[src/rtl/rep_output_buf.sv]
// rep_output_buf: merges the two per-channel result FIFOs into one paired,
// framed word stream for the downstream sink FIFO.
//
// Pops both channel FIFOs together (read latency 1) and writes each pair to
// the sink two cycles after the read strobe. It adds start/end-of-frame
// markers, counts completed frames, and stops with a sticky error when one
// channel stays non-empty alone for too long.
//
// Ports:
//   clk_i             clock
//   nrst_i            asynchronous active-low reset
//   run_i             enable, registered into r_run before use
//   fifo_empty_i      per-channel FIFO empty flags
//   fifo_data_i       per-channel FIFO read data, valid one cycle after read
//   fifo_rd_o         per-channel read strobes, both bits always equal
//   out_almost_full_i sink almost-full (sink keeps >=3 free words at threshold)
//   out_data_o        paired word, [0]=ch0, [1]=ch1
//   out_wr_o          sink write strobe
//   out_sof_o         first word of a frame, qualified by out_wr_o
//   out_eof_o         last word of a frame, qualified by out_wr_o
//   skew_err_o        sticky channel-skew error, cleared on leaving ERR
//   frame_cnt_o       completed frame count, wraps mod 2^16
module rep_output_buf #(
    parameter int DATA_W    = 12,
    parameter int FRAME_LEN = 256,
    parameter int SKEW_MAX  = 4
) (
    input  logic                   clk_i,
    input  logic                   nrst_i,
    input  logic                   run_i,
    input  logic [1:0]             fifo_empty_i,
    input  logic [1:0][DATA_W-1:0] fifo_data_i,
    output logic [1:0]             fifo_rd_o,
    input  logic                   out_almost_full_i,
    output logic [1:0][DATA_W-1:0] out_data_o,
    output logic                   out_wr_o,
    output logic                   out_sof_o,
    output logic                   out_eof_o,
    output logic                   skew_err_o,
    output logic [15:0]            frame_cnt_o
);

    localparam int IDX_W = (FRAME_LEN > 1) ? $clog2(FRAME_LEN) : 1;
    localparam int SKW_W = $clog2(SKEW_MAX + 1);
    localparam logic [IDX_W-1:0] IDX_LAST = IDX_W'(FRAME_LEN - 1);
    localparam logic [SKW_W-1:0] SKW_LIM  = SKW_W'(SKEW_MAX);

    typedef enum logic [1:0] {IDLE, RUN, DRAIN, ERR} state_t;

    state_t                   r_state;
    logic                     r_run;
    logic                     r_rd_q;
    logic [IDX_W-1:0]         r_idx;
    logic [SKW_W-1:0]         r_skew_cnt;
    logic                     r_skew_err;
    logic [1:0][DATA_W-1:0]   r_data;
    logic                     r_wr;
    logic                     r_sof;
    logic                     r_eof;
    logic [15:0]              r_frame_cnt;

    logic w_rd;
    logic w_skew;
    logic w_last;
    logic w_idle_ok;
    logic w_to_idle;

    // Only read when both channels have data and the sink can absorb the
    // two words that may still be in flight.
    assign w_rd      = (r_state == RUN) && !fifo_empty_i[0] && !fifo_empty_i[1]
                       && !out_almost_full_i;
    assign w_skew    = fifo_empty_i[0] ^ fifo_empty_i[1];
    assign w_last    = (r_idx == IDX_LAST);
    assign w_idle_ok = !r_rd_q && !w_rd;
    assign w_to_idle = ((r_state == DRAIN) && w_idle_ok)
                       || ((r_state == ERR) && !r_run && w_idle_ok);

    assign fifo_rd_o   = {2{w_rd}};
    assign out_data_o  = r_data;
    assign out_wr_o    = r_wr;
    assign out_sof_o   = r_sof;
    assign out_eof_o   = r_eof;
    assign skew_err_o  = r_skew_err;
    assign frame_cnt_o = r_frame_cnt;

    always_ff @(posedge clk_i or negedge nrst_i) begin
        if (!nrst_i) begin
            r_state    <= IDLE;
            r_run      <= 1'b0;
            r_rd_q     <= 1'b0;
            r_skew_cnt <= '0;
            r_skew_err <= 1'b0;
        end else begin
            r_run  <= run_i;
            r_rd_q <= w_rd;
            case (r_state)
                IDLE:
                    if (r_run)
                        r_state <= RUN;
                RUN:
                    if (r_skew_cnt == SKW_LIM) begin
                        r_state    <= ERR;
                        r_skew_err <= 1'b1;
                    end else if (!r_run) begin
                        r_state <= DRAIN;
                    end
                DRAIN:
                    if (w_to_idle)
                        r_state <= IDLE;
                ERR:
                    if (w_to_idle) begin
                        r_state    <= IDLE;
                        r_skew_err <= 1'b0;
                    end
                default:
                    r_state <= IDLE;
            endcase
            // Counts consecutive one-sided cycles; any balanced cycle restarts it.
            r_skew_cnt <= (r_state != RUN) ? '0 :
                          !w_skew ? '0 :
                          (r_skew_cnt == SKW_LIM) ? r_skew_cnt :
                          r_skew_cnt + SKW_W'(1);
        end
    end

    always_ff @(posedge clk_i or negedge nrst_i) begin
        if (!nrst_i) begin
            r_data      <= '0;
            r_wr        <= 1'b0;
            r_sof       <= 1'b0;
            r_eof       <= 1'b0;
            r_idx       <= '0;
            r_frame_cnt <= '0;
        end else begin
            if (r_rd_q) begin
                r_data <= fifo_data_i;
                r_wr   <= 1'b1;
                r_sof  <= (r_idx == '0);
                r_eof  <= w_last;
                r_idx  <= w_last ? '0 : r_idx + IDX_W'(1);
                if (w_last)
                    r_frame_cnt <= r_frame_cnt + 16'd1;
            end else begin
                r_wr  <= 1'b0;
                r_sof <= 1'b0;
                r_eof <= 1'b0;
            end
            // Entering IDLE never coincides with a write, so a cut-off frame
            // simply restarts at word 0 on the next run.
            if (w_to_idle)
                r_idx <= '0;
        end
    end

endmodule

[config.mk]
export PLATFORM = sky130hd
export DESIGN_NAME = rep_output_buf
export DESIGN_NICKNAME = d
export VERILOG_FILES = /design/src/rtl/rep_output_buf.sv
export SDC_FILE = /design/constraint.sdc
export NUM_CORES = 1
export LEC_CHECK = 0
export CAP_MARGIN = 20
export CORE_MARGIN = 3
export CORE_UTILIZATION = 47
export DETAILED_ROUTE_END_ITERATION = 12
export PLACE_DENSITY = 0.88
export SYNTH_ARGS = -nofsm -noshare
export SYNTH_HDL_FRONTEND = slang
export SYNTH_SLANG_ARGS = --single-unit
[constraint.sdc]
create_clock -name clk_i -period 2.21 [get_ports clk_i]
set_clock_uncertainty 0.05 [all_clocks]
set_input_delay 0.663 -clock clk_i [delete_from_list [all_inputs] [get_ports clk_i]]
set_output_delay 0.663 -clock clk_i [all_outputs]
set_load 0.005 [all_outputs]
=== After elaboration in Yosys (flattened, before gate mapping) ===
Cells that the tools add are included.

* Reductions and logical operators: 22
* Eq/ne operators: 12
* Bitwise logic cells: 1
* Mux-type cells: 17
* $add $sub $neg: 3

{| class="wikitable"
|+ Operator list
! cell !! count
|-
| $mux W8 || 3
|-
| $add A16 B1 Y16 const B || 1
|-
| $mux W3 || 3
|-
| $add A8 B1 Y8 const B || 1
|-
| $eq A8 B8 Y1 const B || 1
|-
| $logic_not A8 Y1 || 1
|-
| $mux W2 || 4
|-
| $logic_and A1 B1 Y1 || 7
|-
| $logic_not A1 Y1 || 6
|-
| $ne A2 B1 Y1 const B || 3
|-
| $pmux W2 S3 || 1
|-
| $reduce_and A3 Y1 || 2
|-
| $mux W1 || 5
|-
| $eq A2 B2 Y1 const B || 2
|-
| $ne A2 B2 Y1 const B || 2
|-
| $reduce_bool A2 Y1 || 2
|-
| $add A3 B1 Y3 const B || 1
|-
| $eq A3 B3 Y1 const B || 1
|-
| $ne A3 B2 Y1 const B || 1
|-
| $ne A3 B3 Y1 const B || 1
|-
| $eq A2 B1 Y1 const B || 1
|-
| $logic_not A2 Y1 || 1
|-
| $pmux W1 S2 || 1
|-
| $reduce_and A2 Y1 || 1
|-
| other kinds (3) || 3
|}

* Logic and storage cells: 67
* Output and inout bits: 46
* Flip-flop bits (word level): 59
* Input port bits: 30

=== Logic depth before layout (Yosys ltp) ===
Gate-level depths: netlist of run 1.

* Depth after elaboration: 10
* Gate-level depth with buffers: 6
* Depth with buffers taken out: 6

=== Worst setup path before layout of run 1 ===
Ideal clock, no wire load.

* Kind: in2out
* From: input port fifo_empty_i[0]
* To: output port fifo_rd_o[0]
* Data arrival time: 1.208 ns
* Cell stages on the path: 2
* Path slack: 0.289 ns
* Path buffers: 1
* Required time: 1.497 ns
* Cells stage by stage: nor4_1 > buf_4

* Word-level cells in the longest chain between the ends: 4

{| class="wikitable"
|+ Ends and longest elaborated chain
! item !! line !! text
|-
| start, declared || 31 || <nowiki>input logic [1:0] fifo_empty_i,</nowiki>
|-
| $logic_not A1 Y1 || 70 || <nowiki>assign w_rd = (r_state == RUN) && !fifo_empty_i[0] && !fifo_empty_i[1]</nowiki>
|-
| $logic_and A1 B1 Y1 (2 in a row) || 70 ||
|-
| $logic_and A1 B1 Y1 || 71 || <nowiki>&& !out_almost_full_i;</nowiki>
|-
| end, declared || 33 || <nowiki>output logic [1:0] fifo_rd_o,</nowiki>
|}

No other way between the ends.

=== Final worst setup path of run 1 ===
* From: input port fifo_empty_i[1]
* To: output port fifo_rd_o[1]

* Word-level cells in the longest chain between the ends: 3

{| class="wikitable"
|+ Ends and longest elaborated chain
! item !! line
|-
| $logic_not A1 Y1 || 70
|-
| $logic_and A1 B1 Y1 || 70
|-
| $logic_and A1 B1 Y1 || 71
|}

No other way between the ends.

==> results of run 1 <==
==> flip-flops by register name, indices dropped and copies added (netlist names), 2 cells and up <==
signal and cells:
r_idx 8, out_data_o 24, frame_cnt_o 16, r_skew_cnt 3
r_state 2
==> synthesized netlist by cell type <==
master    number
dfrtp_1       59
mux2_2        25
nand2_1       18
inv_1         10
xnor2_1        9
xor2_1         9
a21oi_1        8
nand3_1        8
o21ai_0        8
nor2_1         7
nand4_1        6
ha_1           5
nor4_1         4
clkbuf_1       3
a31oi_1        2
and4_1         2
buf_4          2
nand2b_1       2
nand4_2        2
nor3_2         2
o31ai_1        2
or3_1          2
or4_1          2
a21o_1         1
a22o_1         1
and3_1         1
buf_2          1
mux2i_1        1
nor3_1         1
nor4_4         1
o211ai_1       1
o21a_1         1
o22ai_1        1
or2_2          1
or4_4          1
==> placed cells by master, fill, tap and decap left out, drive strengths merged, types with 2 or more instances in the layout <==
cell type       n
and4            2
clkdlybuf4s50  69
nand2b          2
a21oi           8
dfrtp          59
nand3           8
buf            12
nor3            3
mux2           25
nor2            7
or3             2
inv            10
o21ai           8
or4             3
a31oi           2
xor2            9
nand2          18
dlygate4sd2     2
bufinv          3
o31ai           2
nor4            5
ha              5
nand4           8
clkbuf         11
clkinv          2
xnor2           9
==> per-stage QoR <==
stage                     hold slack (ps)  area (um2)  TNS [ps]  cells
after floorplan                       299        2550         0    209
after global placement                410        3430     -1110    356
after detailed placement              420        3430     -1410    356
after CTS                             286        3680         0    373
after global routing                  294        3680         0    373
final                                 282        3680         0    373
==> metal layers <==
layer  wire [um]  share of wire
met5           0              0
met4          70          0.013
met3         318          0.059
met2        2700           0.50
met1        2330           0.43
==> critical path, delay by kind of cell <==
family	cells	cell delay, ps
buffers and inverters	2	430
and+or+nand+nor	1	280
==> worst min path at each step <==
stage	from	to	slack [ps]
2_1_floorplan	r_rd_q	out_wr_o	300
3_3_place_gp	frame_cnt_o[15]	frame_cnt_o[15]	410
3_5_place_dp	frame_cnt_o[15]	frame_cnt_o[15]	420
4_1_cts	nrst_i	frame_cnt_o[2]	290
5_1_grt	nrst_i	frame_cnt_o[9]	290
6_report	nrst_i	frame_cnt_o[2]	280
==> layout make-up <==
| class | count | area share |
|---|---|---|
| Clock buffer | 11 | 0.0384 |
| Clock inverter | 5 | 0.0272 |
| Timing Repair Buffer | 84 | 0.222 |
| Inverter | 10 | 0.0102 |
| Sequential cell | 59 | 0.401 |
| Tap cell | 70 | 0.0238 |
| Multi-Input combinational cell | 134 | 0.277 |
==> power by group through the flow <==
stage               registers [mW]  logic [mW]  clock network, mW
finish                        1.48       0.965               1.17
CTS                           1.48       0.982               1.20
floorplan                     1.52       0.315                  0
detailed placement            1.50       0.966                  0
global placement              1.48       0.937                  0
global route                  1.51        1.04               1.25
==> cell families after synthesis <==
logic type      Yosys count
simple gates             60
xor+xnor                 18
buf+inv                  16
mux                      26
compound gates           25
fa+ha+maj                 5
flops                    59
==> timing repair <==
action	in CTS	in global routing
resized for setup	12	1
setup buffers	1	0
setup endpoints to repair	2	2
pin swaps	1	1
==> metrics.csv, run 1 <==
stage,metric,value,unit
outcome,status,finished clean,
placement,place_ws,-708,ps
placement,place_congestion,0.783,
power,seqPwrFrac,0.409,
die,num_rows,26,
finish,nNetsFinal,333,
power,switchingPower,0.844,mW
sta,fin_ws,124,ps
global_routing,track_usage,0.182,
critical_path,worstReg2RegStart,r_idx[0],
critical_path,path_cells,"dlygate4sd2_1, nor4_4, buf_2",
clock_tree,h-tree-depth,3,
critical_path,critPathArrivalTime,1370,ps
power,p_total,3.61,mW
clock_tree,cts.sinks,59,
synthesis,syn-num-nets,244,
synthesis,yosys.area_share.simple,0.137,
sta,tightestPinTransition,670,ps
clock_tree,cts-root-buf,clkbuf_8,
synthesis,yosysTopAreaCell,dfrtp_1,
synthesis,synth_fa_ha_area_frac,0.0245,
global_routing,top_usage_layer,met2,
finish,drive_above_1_share,0.198,
global_routing,grt_pass1_vias,1942,
die,die_w,79.7,um
finish,fillers,347,
synthesis,synthMuxAreaShare,0.114,
power,netSwitchingFraction,0.234,
critical_path,crit_end,fifo_rd_o[1],
die,initial_utilization,0.493,
detailed_routing,first_pass_iters,6,
synthesis,synth_seq_cells,59,
detailed_routing,vias,1914,
critical_path,worstSetupPathType,primary input to output port,
sta,finalSetupViolCount,0,
synthesis,seq_area_frac_synth,0.579,
placement,port_buffers,75,
sta,min_period,2090,ps
synthesis,synthesis.area,2550,um2
critical_path,reg2reg_to,frame_cnt_o[14],
global_routing,global_route.usage.met1,0.222,
critical_path,crit_start,fifo_empty_i[1],
critical_path,r2r_cells,5,
power,power.density,982,nW/um2
sta,max_freq,479,MHz
clock_tree,numCtsBuffers,9,
detailed_routing,viasPerCell,5.13,
clock_tree,clock_latency,320,ps
power,intPower,2.77,mW
placement,place_hpwl,3.80,mm
critical_path,cpPeakStageDelay,280,ps
clock_tree,holdBufCountCts,0,
synthesis,synth_top_family_by_area,simple AND/OR/NAND/NOR gates,
synthesis,synth-compound-area-share,0.0569,
clock_tree,cts_tree,built,
global_routing,overflow,0,
detailed_routing,drc,0,
power,vdd_ir_drop_max,0.595,mV
power,p_clk_frac,0.324,
sta,slew_viol_final,0,
power,combPwrFrac,0.267,
finish,seq_area,1480,um2
clock_tree,clk_path_buf_depth,2,
finish,syn2layout_area_growth,44.2,%
detailed_routing,wl,5.43,mm
synthesis,ys_warn_count,0,
sta,rsz0062_at_grt,false,
synthesis,avgSynthCellArea,12.2,um2
synthesis,synthTopCellsByArea,"dfrtp_1, mux2_2, xnor2_1, xor2_1, nand2_1",
synthesis,synth_xor_area_frac,0.0618,
worst_hold_path,holdCritPathClass,primary input to asynchronous set/reset pin,
critical_path,crit_path_end_kind,output port,
finish,antenna_cells,0,
die,ios,76,
sta,slew_headroom,0.553,
sta,finalHoldViolCount,0,
global_routing,grt_pass1_wl,8.86,mm
synthesis,ys_types,35,
finish,multi_input_area,1020,um2
critical_path,critPathSlowestCell,nor4_4,
finish,post-route-util,0.711,
clock_tree,path_clk_slew,60,ps
critical_path,reg2reg_slack,230,ps
synthesis,synthCells,209,
critical_path,cp_max_fo,3,
die,die_y,79.7,um
global_routing,antenna_found_initial,0,
global_routing,met2_usage,0.299,
detailed_routing,routedWlPerCell,14.5,um
synthesis,synth_top_area_frac,0.579,
detailed_routing,drt_iter0_drc,117,
power,p_leak,1.63,nW
detailed_routing,antenna_left,0,
critical_path,worstPathRequired,1500,ps
global_routing,use_met3,0.0406,
global_routing,grt_start_max_net_pins,60,
job,drv_cap,0,
die,dieArea,6350,um2
die,core_area,5170,um2
critical_path,start_kind,primary input,
sta,finalCritPeriodShare,0.944,
Power figures use the tool's default switching activity.
==> inputs of run 2 (changes only) <==
--- a/config.mk
+++ b/config.mk
@@ -9,7 +9,9 @@
 export CORE_MARGIN = 3
 export CORE_UTILIZATION = 47
 export DETAILED_ROUTE_END_ITERATION = 12
+export GPL_ROUTABILITY_DRIVEN = 0
 export PLACE_DENSITY = 0.88
+export SKIP_CTS_REPAIR_TIMING = 1
 export SYNTH_ARGS = -nofsm -noshare
 export SYNTH_HDL_FRONTEND = slang
 export SYNTH_SLANG_ARGS = --single-unit
==> run 2 against run 1 <==
Effect of this change: clock-buffer cell count is the same; combinational power is essentially flat; utilization grew 0.15 points; clock power is essentially flat; global-route usage shrank 0.097 points; first-iteration DRC count shrank 7.7%; via count grew 0.73%; cell area grew 0.20%; critical path type is now flip-flop to output port; critical endpoint unchanged; largest cell class unchanged; largest power group unchanged; highest routed layer unchanged.
==> metrics.csv, run 2 (synthesis gave the netlist of run 1 again) <==
stage,metric,value,unit,change
outcome,status,finished clean,,
finish,stdcell_count,373,,unchanged
power,p_leak,1.65,nW,+0.90%
detailed_routing,wl,5.44,mm,+0.22%
global_routing,overflow,0,,unchanged
finish,nNetsFinal,333,,unchanged
die,num_rows,26,,unchanged
global_routing,grt_pass1_vias,1937,,-0.26%
finish,antenna_cells,0,,unchanged
die,initial_utilization,0.493,,unchanged
detailed_routing,antenna_left,0,,unchanged
critical_path,path_cells,"inv_1, nand2_1, nor4_4, clkbuf_2",,
finish,largest_reg_flops,24,,unchanged
detailed_routing,drc,0,,unchanged
finish,post-route-util,0.713,,+0.00145
clock_tree,cts-root-buf,clkbuf_8,,
clock_tree,cts_tree,built,,
sta,rsz0062_at_grt,false,,
critical_path,path_buf_inv,2,,unchanged
sta,min_period,2050,ps,-32.3 ps
clock_tree,clock_latency,320,ps,about the same
sta,holdWs,281,ps,-0.298 ps
sta,max_freq,487,MHz,+1.6%
critical_path,start_kind,flip-flop,,
placement,place_inst,356,,unchanged
critical_path,critPathArrivalTime,1340,ps,-30 ps
detailed_routing,vias,1928,,+0.73%
finish,final_common_cell,clkdlybuf4s50_1,,
placement,dpl-instance-area,3430,um2,unchanged
clock_tree,path_clk_slew,60,ps,about the same
placement,port_buffers,75,,unchanged
power,vdd_ir_drop_max,0.596,mV,about the same
clock_tree,cts.sinks,59,,unchanged
critical_path,worstPathRequired,1500,ps,about the same
power,power.density,981,nW/um2,-0.13%
detailed_routing,viasPerCell,5.17,,+0.73%
global_routing,grt_pass1_wl,8.80,mm,-0.62%
job,drv_cap,0,,unchanged
clock_tree,clk_path_buf_depth,2,,unchanged
die,die_w,79.7,um,unchanged
finish,stdcell_area,3690,um2,+0.20%
sta,fin_ws,156,ps,+32.3 ps
global_routing,track_usage,0.181,,-0.000971
worst_hold_path,holdCritPathClass,primary input to asynchronous set/reset pin,,
finish,syn2layout_area_growth,44.5,%,
die,core_area,5170,um2,unchanged
placement,place_ws,-708,ps,unchanged
clock_tree,numCtsBuffers,9,,unchanged
finish,final_cell_mix,"clkdlybuf4s50_1, dfrtp_1, mux2_2",,
critical_path,worstSetupPathType,flip-flop to output port,,
sta,finalHoldViolCount,0,,unchanged
sta,slew_viol_final,0,,unchanged
sta,slew_headroom,0.554,,about the same
sta,tightestPinTransition,669,ps,-0.635 ps
critical_path,cp_max_fo,3,,unchanged
detailed_routing,first_pass_iters,5,,-1
detailed_routing,routedWlPerCell,14.6,um,+0.22%
global_routing,antenna_found_initial,0,,unchanged
clock_tree,h-tree-depth,3,,unchanged
global_routing,grt_start_max_net_pins,60,,unchanged
critical_path,critPathSlowestCell,dfrtp_1,,
die,ios,76,,unchanged
critical_path,crit_family,simple AND/OR/NAND/NOR gates,,
sta,finalSetupViolCount,0,,unchanged
die,dieArea,6350,um2,unchanged
critical_path,reg2reg_slack,240,ps,about the same
sta,finalCritPeriodShare,0.929,,-0.0146
finish,drive_above_1_share,0.198,,unchanged
critical_path,cpPeakStageDelay,380,ps,+100 ps
critical_path,crit_path_end_kind,output port,,
detailed_routing,drt_iter0_drc,108,,-7.7%
placement,place_hpwl,3.80,mm,unchanged
die,die_y,79.7,um,unchanged
[run 2: cell count changes in the layout (fill, tap and decap cells not counted), sizes merged]
cell,previous run,this run
buf,12,11
clkbuf,11,12
dlygate4sd2,2,0
dlymetal6s2s,1,3
[run 2: area by class of cell]
class	instances	area (um2)
Fill cell	345	1490
Sequential cell	59	1480
Multi-Input combinational cell	134	1020
Timing Repair Buffer	84	823
Clock buffer	11	141
Clock inverter	5	100
Tap cell	70	87.6
Inverter	10	37.5
[run 2: power breakdown]
group,internal (mW),switching [mW],total (mW)
Combinational,0.657,0.309,0.966
Sequential,1.34,0.139,1.48
Clock,0.776,0.398,1.17
[run 2: final timing paths]
path / from / depth (start not counted) / end
min in group clk_i: frame_cnt_o[15] / 1 / frame_cnt_o[15]
hold reg to reg: frame_cnt_o[15] / 1 / frame_cnt_o[15]
max in group asynchronous: nrst_i / 2 / out_data_o[15]
hold / removal: nrst_i / 2 / frame_cnt_o[2]
setup / recovery: r_state[1] / 4 / fifo_rd_o[1]
setup reg to reg: r_idx[0] / 5 / frame_cnt_o[14]
[run 2: routing by layer]
layer	track usage	vias to the layer above	wire length, um
li1	-	923	-
met1	0.219	936	2310
met2	0.299	64	2700
met3	0.0406	5	350
met4	0.0997	0	70
met5	0	-	0
[run 2: per-stage QoR]
step | setup TNS (ps) | power (mW)
final | 0 | 3.62
after global routing | 0 | 3.81
after CTS | -1410 | 3.66
after detailed placement | -1410 | 2.46
after global placement | -1110 | 2.42
after floorplan | 0 | 1.83
==> inputs of run 3 (changes only) <==
--- a/config.mk
+++ b/config.mk
@@ -7,10 +7,10 @@
 export LEC_CHECK = 0
 export CAP_MARGIN = 20
 export CORE_MARGIN = 3
-export CORE_UTILIZATION = 47
+export CORE_UTILIZATION = 45
 export DETAILED_ROUTE_END_ITERATION = 12
 export GPL_ROUTABILITY_DRIVEN = 0
-export PLACE_DENSITY = 0.88
+export PLACE_DENSITY = 0.85
 export SKIP_CTS_REPAIR_TIMING = 1
 export SYNTH_ARGS = -nofsm -noshare
 export SYNTH_HDL_FRONTEND = slang
==> run 3 against run 2 <==
Effect of this change: flip-flop and latch count unchanged; sequential share of layout area increased by 0.76 points; worst setup slack got worse by 120 ps; critical path type unchanged; non-clock buffer count unchanged; global-route usage decreased by 0.49 points; critical path depth unchanged; wire length decreased by 0.68%; first-iteration DRC count decreased by 2.8%.
==> metrics.csv, run 3 (synthesis gave the netlist of run 1 again) <==
stage,metric,value,unit,change
critical_path,cpPeakStageDelay,390,ps,about the same
critical_path,cp_max_fo,3,,unchanged
detailed_routing,first_pass_iters,4,,-1
clock_tree,path_clk_slew,60,ps,about the same
outcome,status,finished clean,,
finish,syn2layout_area_growth,41.8,%,
die,initial_utilization,0.481,,-0.0121
detailed_routing,viasPerCell,5.13,,-0.78%
finish,stdcell_count,373,,unchanged
global_routing,track_usage,0.176,,-0.00490
finish,largest_reg_flops,24,,unchanged
clock_tree,clock_latency,320,ps,about the same
clock_tree,h-tree-depth,3,,unchanged
die,core_area,5300,um2,+2.5%
detailed_routing,drt_iter0_drc,105,,-2.8%
critical_path,reg2reg_slack,260,ps,+20 ps
clock_tree,clk_path_buf_depth,2,,unchanged
sta,slew_viol_final,0,,unchanged
critical_path,path_buf_inv,2,,unchanged
global_routing,grt_start_max_net_pins,60,,unchanged
critical_path,crit_family,simple AND/OR/NAND/NOR gates,,
critical_path,critPathArrivalTime,1460,ps,+120 ps
global_routing,grt_pass1_vias,2018,,+4.2%
finish,antenna_cells,0,,unchanged
critical_path,worstPathRequired,1500,ps,about the same
sta,fin_setup_tns,0,ps,unchanged
job,drv_cap,0,,unchanged
placement,place_inst,356,,unchanged
sta,finalCritPeriodShare,0.983,,+0.0532
critical_path,path_cells,"inv_1, nand2_1, nor4_4, buf_2",,
sta,max_freq,460,MHz,-5.4%
finish,seq_area,1480,um2,unchanged
clock_tree,cts.sinks,59,,unchanged
critical_path,crit_start,r_state[1],,
critical_path,start_kind,flip-flop,,
die,ios,76,,unchanged
critical_path,crit_cells,4,,unchanged
detailed_routing,routedWlPerCell,14.5,um,-0.68%
detailed_routing,drc,0,,unchanged
finish,final_cell_mix,"clkdlybuf4s50_1, dfrtp_1, mux2_2",,
die,dieArea,6610,um2,+4.1%
sta,finalHoldViolCount,0,,unchanged
power,p_leak,1.62,nW,-2.0%
sta,min_period,2170,ps,+118 ps
clock_tree,numCtsBuffers,9,,unchanged
critical_path,worstReg2RegStart,r_idx[0],,
finish,final_common_cell,clkdlybuf4s50_1,,
sta,finalSetupViolCount,0,,unchanged
power,vdd_ir_drop_max,0.588,mV,-1.3%
critical_path,reg2reg_to,frame_cnt_o[12],,
clock_tree,cts-root-buf,clkbuf_8,,
critical_path,r2r_cells,5,,unchanged
die,die_y,81.3,um,+2.0%
critical_path,crit_end,fifo_rd_o[1],,
power,power.density,911,nW/um2,-7.1%
global_routing,antenna_found_initial,0,,unchanged
clock_tree,cts_tree,built,,
sta,slew_headroom,0.602,,+0.0478
critical_path,worstSetupPathType,flip-flop to output port,,
global_routing,overflow,0,,unchanged
finish,fillers,383,,+11%
finish,multi_input_area,1020,um2,unchanged
detailed_routing,wl,5.40,mm,-0.68%
placement,place_hpwl,3.73,mm,-2.0%
detailed_routing,antenna_left,0,,unchanged
critical_path,crit_path_end_kind,output port,,
finish,post-route-util,0.682,,-0.0305
die,num_rows,26,,unchanged
placement,port_buffers,75,,unchanged
finish,nNetsFinal,333,,unchanged
die,die_w,81.3,um,+2.0%
critical_path,critPathSlowestCell,dfrtp_1,,
global_routing,grt_pass1_wl,8.80,mm,about the same
sta,holdWs,287,ps,+5.44 ps
finish,drive_above_1_share,0.191,,-0.00660
sta,tightestPinTransition,598,ps,-71.7 ps
worst_hold_path,holdCritPathClass,primary input to asynchronous set/reset pin,,
detailed_routing,vias,1913,,-0.78%
run 3: cell count changes in the layout (fill, tap and decap cells not counted), sizes merged:
cell	before	now
bufinv	3	0
clkbuf	12	15
run 3: worst min path at each step:
stage	startpoint	endpoint	slack, ps	cells after the start
4_1_cts	nrst_i	out_data_o[14]	300	2
5_1_grt	nrst_i	r_rd_q	300	2
2_1_floorplan	r_rd_q	out_wr_o	300	0
3_5_place_dp	frame_cnt_o[15]	frame_cnt_o[15]	410	1
6_report	nrst_i	out_data_o[15]	290	2
3_3_place_gp	frame_cnt_o[15]	frame_cnt_o[15]	410	1
run 3: worst register-to-register path: cells and delay by family, from the launching register on:
kind	cells	cell delay (ps)
flops	1	430
xor+xnor	1	160
fa+ha+maj	1	250
simple gates	3	1000
run 3: routing by layer:
layer	track usage	up-vias	routed length, um
li1	-	912	-
met1	0.211	930	2360
met2	0.295	63	2670
met3	0.0499	8	274
met4	0.0760	0	98
met5	0	-	0
run 3: cell type report:
class	count	share of cell area
clock buffer	14	0.0450
sequential	59	0.408
tap	70	0.0242
multi-input combinational	134	0.282
clock inverter	2	0.00277
timing repair buffer	84	0.228
inverter	10	0.0104
run 3: stage by stage:
step / cell area (um2) / total power, mW / setup WS, ps
floorplan: 2550 / 1.83 / 289
global placement: 3430 / 2.42 / -562
detailed placement: 3430 / 2.46 / -700
CTS: 3600 / 3.33 / -701
global route: 3620 / 3.50 / -13.3
finish: 3620 / 3.30 / 38.4
run 3: where the power goes:
part           internal, mW  total (mW)  leakage (nW)  switching, mW
clock network         0.466       0.853        0.0905          0.387
logic                 0.657       0.967         0.759          0.310
registers              1.34        1.47         0.767          0.137
total                  2.46        3.30          1.62          0.834
